## src/rtl/uart_wb_pkg.sv

```systemverilog
// Shared definitions for the UART Wishbone arbiter: UART register map,
// strobe direction polarity and arbiter state encodings.
package uart_wb_pkg;

  localparam logic [1:0] TX_DATA  = 2'b00;
  localparam logic [1:0] RX_DATA  = 2'b01;
  localparam logic [1:0] FREQ_DIV = 2'b10;

  localparam logic WE_WRITE = 1'b0;
  localparam logic WE_READ  = 1'b1;

  typedef enum logic [1:0] {
    IDLE  = 2'd0,
    GRANT = 2'd1,
    DRAIN = 2'd2,
    ERROR = 2'd3
  } arb_state_e;

endpackage

```

## src/rtl/uart_wb_arbiter_rr_pick.sv

```systemverilog
// Combinational round-robin picker: first asserted request strictly after
// 'last', wrapping modulo N_REQ.
module rr_pick #(
  parameter int N_REQ = 2,
  parameter int IW    = $clog2(N_REQ)
) (
  input  logic [N_REQ-1:0] req,
  input  logic [IW-1:0]    last,
  output logic [IW-1:0]    idx,
  output logic             valid
);

  logic [IW-1:0] cand;

  always_comb begin
    idx   = '0;
    valid = 1'b0;
    cand  = '0;
    for (int k = 1; k <= N_REQ; k++) begin
      cand = IW'((int'(last) + k) % N_REQ);
      if (!valid && req[cand]) begin
        idx   = cand;
        valid = 1'b1;
      end
    end
  end

endmodule

```

## src/rtl/uart_wb_arbiter.sv

```systemverilog
// Round-robin Wishbone arbiter sharing one UART register port between
// NUM_MASTERS requesters, with a per-transaction timeout.
module uart_wb_arbiter
  import uart_wb_pkg::*;
#(
  parameter int NUM_MASTERS    = 2,
  parameter int TIMEOUT_CYCLES = 255,
  parameter int CNT_W          = 8
) (
  input  logic                     wb_clk,
  input  logic                     reset,
  input  logic [NUM_MASTERS-1:0]   m_stb,
  input  logic [NUM_MASTERS-1:0]   m_we,
  input  logic [2*NUM_MASTERS-1:0] m_addr,
  input  logic [8*NUM_MASTERS-1:0] m_data_in,
  output logic [7:0]               m_data_out,
  output logic [NUM_MASTERS-1:0]   m_ack,
  output logic [NUM_MASTERS-1:0]   m_err,
  output logic                     s_stb,
  output logic                     s_we,
  output logic [1:0]               s_addr,
  output logic [7:0]               s_data_out,
  input  logic [7:0]               s_data_in,
  input  logic                     s_ack,
  output logic [NUM_MASTERS-1:0]   grant
);

  localparam int                IW        = $clog2(NUM_MASTERS);
  localparam logic [IW-1:0]     LAST_RST  = IW'(NUM_MASTERS - 1);
  localparam int                TO_LAST_I = (TIMEOUT_CYCLES > 0) ? TIMEOUT_CYCLES - 1 : 0;
  localparam logic [CNT_W-1:0]  TO_LAST   = TO_LAST_I[CNT_W-1:0];
  localparam logic              TO_EN     = (TIMEOUT_CYCLES != 0);

  arb_state_e       state_q, state_d;
  logic [IW-1:0]    g_q, g_d;
  logic [IW-1:0]    last_q, last_d;
  logic [CNT_W-1:0] cnt_q, cnt_d;
  logic             err_rel_q, err_rel_d;
  logic [7:0]       data_q, data_d;

  logic [IW-1:0]    pick_idx;
  logic             pick_valid;
  logic             sel_stb, sel_we;
  logic [1:0]       sel_addr;
  logic [7:0]       sel_data;

  rr_pick #(
    .N_REQ (NUM_MASTERS),
    .IW    (IW)
  ) u_pick (
    .req   (m_stb),
    .last  (last_q),
    .idx   (pick_idx),
    .valid (pick_valid)
  );

  assign sel_stb  = m_stb[g_q];
  assign sel_we   = m_we[g_q];
  assign sel_addr = m_addr[{g_q, 1'b0} +: 2];
  assign sel_data = m_data_in[{g_q, 3'b000} +: 8];

  always_comb begin
    state_d   = state_q;
    g_d       = g_q;
    last_d    = last_q;
    cnt_d     = cnt_q;
    err_rel_d = err_rel_q;
    data_d    = data_q;
    unique case (state_q)
      IDLE: begin
        cnt_d     = '0;
        err_rel_d = 1'b0;
        if (pick_valid) begin
          g_d     = pick_idx;
          state_d = GRANT;
        end
      end
      GRANT: begin
        data_d = s_data_in;
        cnt_d  = s_ack ? '0 : cnt_q + 1'b1;
        if (!sel_stb) begin
          state_d = DRAIN;
        end else if (TO_EN && !s_ack && (cnt_q == TO_LAST)) begin
          state_d = ERROR;
        end
      end
      DRAIN: begin
        if (!s_ack) begin
          last_d  = g_q;
          state_d = IDLE;
        end
      end
      ERROR: begin
        // The error stays up until the master lets go; after that only the slave's ack matters.
        if (!sel_stb) err_rel_d = 1'b1;
        if ((!sel_stb || err_rel_q) && !s_ack) begin
          last_d  = g_q;
          state_d = IDLE;
        end
      end
      default: state_d = IDLE;
    endcase
  end

  always_ff @(posedge wb_clk) begin
    if (reset) begin
      state_q   <= IDLE;
      g_q       <= '0;
      last_q    <= LAST_RST;
      cnt_q     <= '0;
      err_rel_q <= 1'b0;
      data_q    <= '0;
    end else begin
      state_q   <= state_d;
      g_q       <= g_d;
      last_q    <= last_d;
      cnt_q     <= cnt_d;
      err_rel_q <= err_rel_d;
      data_q    <= data_d;
    end
  end

  always_comb begin
    s_stb      = 1'b0;
    s_we       = WE_WRITE;
    s_addr     = TX_DATA;
    s_data_out = '0;
    m_ack      = '0;
    m_err      = '0;
    grant      = '0;
    m_data_out = data_q;
    if (state_q != IDLE) grant[g_q] = 1'b1;
    unique case (state_q)
      GRANT: begin
        s_stb      = sel_stb;
        s_we       = sel_we;
        s_addr     = sel_addr;
        s_data_out = sel_data;
        m_ack[g_q] = s_ack;
        m_data_out = s_data_in;
      end
      DRAIN:   m_ack[g_q] = s_ack;
      ERROR:   m_err[g_q] = sel_stb && !err_rel_q;
      default: ;
    endcase
  end

endmodule

```

## config.mk

```make
export PLATFORM = sky130hd
export DESIGN_NAME = uart_wb_arbiter
export DESIGN_NICKNAME = d
export VERILOG_FILES = /design/src/rtl/uart_wb_pkg.sv /design/src/rtl/uart_wb_arbiter_rr_pick.sv /design/src/rtl/uart_wb_arbiter.sv
export SDC_FILE = /design/constraint.sdc
export NUM_CORES = 1
export LEC_CHECK = 0
export ABC_CLOCK_PERIOD_IN_PS = 1950
export BUFFER_PORTS_ARGS = -buffer_cell sky130_fd_sc_hd__buf_2
export CORE_MARGIN = 4
export CORE_UTILIZATION = 30
export CTS_BUF_LIST = sky130_fd_sc_hd__clkbuf_16
export CTS_CLUSTER_DIAMETER = 40
export DETAILED_ROUTE_END_ITERATION = 10
export GPL_ROUTABILITY_DRIVEN = 0
export PLACE_DENSITY = 0.56
export SETUP_SLACK_MARGIN = 0.2
export SLEW_MARGIN = 20
export SYNTH_ARGS = -nofsm -noshare
export SYNTH_HDL_FRONTEND = slang
export SYNTH_SLANG_ARGS = --single-unit
```

## constraint.sdc

```tcl
create_clock -name wb_clk -period 1.95 [get_ports wb_clk]
set_input_delay 0.195 -clock wb_clk [delete_from_list [all_inputs] [get_ports wb_clk]]
set_output_delay 0.195 -clock wb_clk [all_outputs]
set_load 0.01 [all_outputs]
```

# Word-level counts from Yosys, hierarchy flattened
# Index checks and enable logic that the tools add are counted.
totals:
  register_bits: 21
  in_bits: 35
  elab_cells: 81
op_classes:
  n_addsub: 3
  magnitude_cmp: 4
  n_eq_ne: 9
  shift: 2
  n_mux: 35
  bitwise: 2
  n_reduce_logical: 20
ops:
  columns: ["operator", "n"]
  rows:
  - ["$mux 8", 3]
  - ["$mux 1", 18]
  - ["$mux 2", 9]
  - ["$pmux 8 s2", 1]
  - ["$shiftx 16x5->8", 1]
  - ["$add 8x1->8 const B", 1]
  - ["$eq 8x8->1 const B", 1]
  - ["$ne 2x2->1 const B", 4]
  - ["$pmux 2 s4", 1]
  - ["$reduce_bool 2->1", 4]
  - ["$lt 1x2->1 const B", 3]
  - ["$logic_and 1x1->1", 5]
  - ["$and 2x2->2", 2]
  - ["$eq 2x2->1 const B", 2]
  - ["$logic_not 1->1", 4]
  - ["$pmux 1 s2", 2]
  - ["$reduce_and 2->1", 2]
  - ["$reduce_and 4->1", 1]
  - ["$shiftx 4x3->2", 1]
  - ["$ne 3x3->1 const B", 1]
  - ["$reduce_and 3->1", 1]
  - ["$add 1x1->1 const B", 2]
  - ["$eq 2x1->1 const B", 1]
  - ["$logic_not 2->1", 1]
  - ["4 further kinds", 4]

# Longest topological paths before layout
logic_depth:
  ltp_word: 9
  ltp_mapped: 7
  depth_no_buf: 6

# Modules after synthesis
# Synthesis repeated with hierarchy kept, for this count alone.
hier_totals:
  cells_unflattened: 149
  area_unflattened_um2: 1268.7
modules_own_cells:
  columns: ["mod", "instances", "cells_each", "area_each_um2", "seq_area_each_um2"]
  rows:
  - ["uart_wb_arbiter", 1, 147, 1255.0, 420.4]
  - ["rr_pick", 1, 2, 13.8, 0.0]

# Worst setup path before layout
# Ideal clock, no wire load.
synth_path:
  kind: "register -> output"
  from: "register state_q[1]"
  to: "output s_addr[0]"
  arrival_time_ns: 1.266
  t_required_ns: 1.755
  setup_slack_ns: 0.489
  path_stages_with_launch: 6
  path_cell_list: "dfxtp_1 inv_1 ha_1 clkbuf_1 clkbuf_1 nor2b_1"
synth_via:
  elab_chain_cells: 2
synth_lines:
  columns: ["element", "line", "text"]
  rows:
  - ["start: declaration", "uart_wb_arbiter.sv:34", "arb_state_e state_q, state_d;"]
  - ["start signal: assignment", "uart_wb_arbiter.sv:114", "state_q <= state_d;"]
  - ["$eq 2x1->1", "uart_wb_arbiter.sv:133", "unique case (state_q)"]
  - ["$mux 2", "uart_wb_arbiter.sv:133", null]
  - ["end: declaration", "uart_wb_arbiter.sv:21", "output logic [1:0] s_addr,"]
# No other way between the ends.

# Final worst setup path
layout_path:
  from: "register state_q[0]"
  to: "output m_data_out[3]"
layout_via:
  elab_chain_cells: 2
layout_lines:
  columns: ["element", "line", "text"]
  rows:
  - ["$eq 2x1->1", "uart_wb_arbiter.sv:133", null]
  - ["$mux 8", "uart_wb_arbiter.sv:133", null]
  - ["end: declaration", "uart_wb_arbiter.sv:16", "output logic [7:0] m_data_out,"]
# No other way between the ends.

==> results.toml <==
[placed_design]
dp.cells = 259
preCtsSetupSlack_ns = 0.3554
placed_area_mm2 = 0.001672
hpwl_mm = 2.422
portBuffers = 60

[floorplanning]
pin_count = 61
dieHeight_um = 74.30
die-area_mm2 = 0.005520
core_mm2 = 0.004115
initial_core_util_pct = 32.05
core.rowCount = 23
die_w_um = 74.30

[yosys]
synth_cells = 153
yosysTopAreaCell = "dfxtp_1"
yosys_warnings = 0
synth-seq-area-share_pct = 31.88
yosys-top-cells-area = "dfxtp_1, mux2i_1, nor2b_1"
synth.distinct_cells = 40
synth.cell_area_mm2 = 0.001319
synth_top_area_share_pct = 31.88
synth_seq_cells = 21
avgSynthCellArea_um2 = 8.619
syn_nets = 194

[worst_setup_path]
path_class = "flip-flop to output port"
cp-end-kind = "output port"
r2r-start = "state_q[1]"
reg2regPathDepth = 6
crit_required_ns = 1.75
crit_start = "state_q[0]"
reg2reg_slack_ns = 0.32
path_max_fanout = 4
start_kind = "flip-flop"
rr_endpoint = "cnt_q[6]"
cp.arrival_ns = 1.49

[cts]
clkSinkCount = 21
cts_buffers = 3
clk_pin_slew_ns = 0.06
clockBufferDepth = 2
clkLatencyLatePin_ns = 0.25
cts.htree.levels = 1
cts_tree = "done"
root_buffer = "clkbuf_16"

[global_route]
grt_first_pass_wirelength_mm = 5.223
antenna_found_initial = 0
grt-ovfl-total = 0
grt_usage_pct = 12.01
grt_pass1_vias = 1225
grt_max_degree = 24

[drt]
drc = 0
met3_length_um = 301
num_vias = 1295
drtIter0Drc = 107
drtAntennaViolNets = 0
route.met2.wl_mm = 1.393
wl_mm = 3.256
wl_met1_mm = 1.522
routed.top_layer = "met4"
avgViaCountPerCell = 4.887
drt_first_pass_iters = 4
wl_per_cell_um = 12.29

[sta]
worstMarginPinSlew_ns = 0.3925
setup_ws_ns = 0.2694
fmax_mhz = 595.0
slew_headroom_pct = 73.84
final_max_slew_viol_count = 0
setup_tns_ns = 0
setup_viol = 0
period_share_pct = 86.19
hold_viol = 0
rsz0062_at_grt = "false"
finalClockSkew_ns = 0.002152
min_period_ns = 1.681

[layout]
diodes = 0
fin_cells = 265
drive_gt1_share_pct = 35.35
layout.nets = 257
area_growth_pct = 35.20
final_area_mm2 = 0.001783

[pwr]
p_per_area_mw_per_mm2 = 1101
ir_drop_mv = 0.3929
p_leak_uw = 0.0008513

[min_path]
min_path_type = "primary input to flip-flop"
min_to = "g_q"
hp-start = "m_stb[1]"
min_path_cells = 3

[flow_run]
timing.max_cap.violations = 0

[status]
status = "complete, no violations"
sequential cells by signal, summed over array words and instances (netlist names):
| signal | cells |
|---|---|
| cnt_q | 8 |
| data_q | 8 |
| err_rel_q | 1 |
| g_q | 1 |
| last_q | 1 |
| state_q | 2 |
logic make-up (layout without fill, tap and decap cells):
group / Yosys count / in the layout / synth area share (%)
AO/OA/AOI/OAI: 21 / 21 / 11.77
XOR/XNOR: 3 / 3 / 1.993
adder cells (fa/ha/maj): 6 / 6 / 5.692
buffers and inverters: 20 / 82 / 6.736
flip-flops: 21 / 21 / 31.88
multiplexers: 21 / 21 / 17.08
AND/OR/NAND/NOR: 61 / 61 / 24.86
final cells by class:
class | instances | area, um^2
Fill cell | 428 | 2332
Multi-Input combinational cell | 112 | 822.0
Sequential cell | 21 | 421.7
Timing Repair Buffer | 67 | 356.6
Clock buffer | 3 | 75.07
Tap cell | 50 | 62.56
Inverter | 11 | 41.29
Clock inverter | 1 | 3.754
where the power goes:
| part | total [uW] | switching [uW] | internal [uW] |
|---|---|---|---|
| Sequential | 540 | 38.8 | 501 |
| Combinational | 1000 | 520 | 482 |
| Clock | 420 | 147 | 273 |
| Total | 1960 | 707 | 1260 |
how the worst max path moves through the flow:
stage	cells past startpoint	endpoint
2_1_floorplan	5	s_addr[0]
3_3_place_gp	5	cnt_q[6]
3_5_place_dp	5	cnt_q[6]
4_1_cts	5	m_data_out[2]
5_1_grt	4	m_data_out[3]
6_report	4	m_data_out[3]
synth_stat cells:
| library cell | n |
|---|---|
| o21ai_1 | 2 |
| or4b_1 | 1 |
| nor3_1 | 1 |
| inv_2 | 1 |
| nand2_1 | 7 |
| buf_2 | 2 |
| a21oi_1 | 5 |
| dfxtp_1 | 21 |
| a41oi_1 | 2 |
| o22ai_1 | 1 |
| mux2i_1 | 12 |
| ha_1 | 6 |
| or3_1 | 2 |
| a211o_1 | 1 |
| and2_1 | 1 |
| nand3_1 | 3 |
| mux2_4 | 1 |
| buf_4 | 1 |
| xor2_1 | 1 |
| buf_1 | 1 |
| o21ai_0 | 1 |
| a32oi_1 | 1 |
| o32a_1 | 3 |
| o21a_1 | 1 |
| a22oi_1 | 1 |
| nand3_2 | 1 |
| mux2_1 | 8 |
| o2111a_1 | 1 |
| clkbuf_1 | 4 |
| nand2b_1 | 3 |
| inv_1 | 10 |
| nor4_1 | 1 |
| nor2b_1 | 19 |
| and3_1 | 5 |
| buf_6 | 1 |
| nor2_1 | 16 |
| or4_1 | 1 |
| o31ai_1 | 1 |
| o21ba_1 | 1 |
| xnor2_1 | 2 |
per-stage QoR:
| step | hold WS (ns) | power [uW] | util [%] |
|---|---|---|---|
| 2_1_floorplan | 0.3604 | 1169 | - |
| 3_3_place_gp | 0.4592 | 1491 | 40.62 |
| 3_5_place_dp | 0.4640 | 1490 | 40.62 |
| 4_1_cts | 0.2360 | 1959 | 42.84 |
| 5_1_grt | 0.2750 | 2126 | 43.33 |
| 6_report | 0.2400 | 1962 | 43.33 |
placed cells by master (no fill, tap or decap), types with 5 or more instances in the layout:
cell      n
a21oi_1   5
buf_4     6
ha_1      5
buf_2    60
nand2_1   7
dfxtp_1  20
mux2_1    7
nor2_1   16
mux2i_1  12
inv_1    11
and3_1    5
nor2b_1  19
critical path, cell delays in order, from the launching register on:
cell	delay (ns)
dfxtp_1	0.42
ha_4	0.19
buf_4	0.14
mux2_1	0.34
buf_2	0.15
timing repair:
| action | CTS | global route |
|---|---|---|
| setup endpoints to repair | 8 | 8 |
| resized for setup | 2 | 4 |
| pin swaps | 0 | 0 |
| hold buffers | 0 | 0 |
| buffers inserted | 1 | 0 |
| cloned | 0 | 1 |
per-layer routing:
metal  GRT usage [%]  vias up
met3           1.892        2
met1           15.58      580
li1                -      649
met5               0        -
met4           5.336        0
met2           19.69       64
Power figures use the tool's default switching activity.
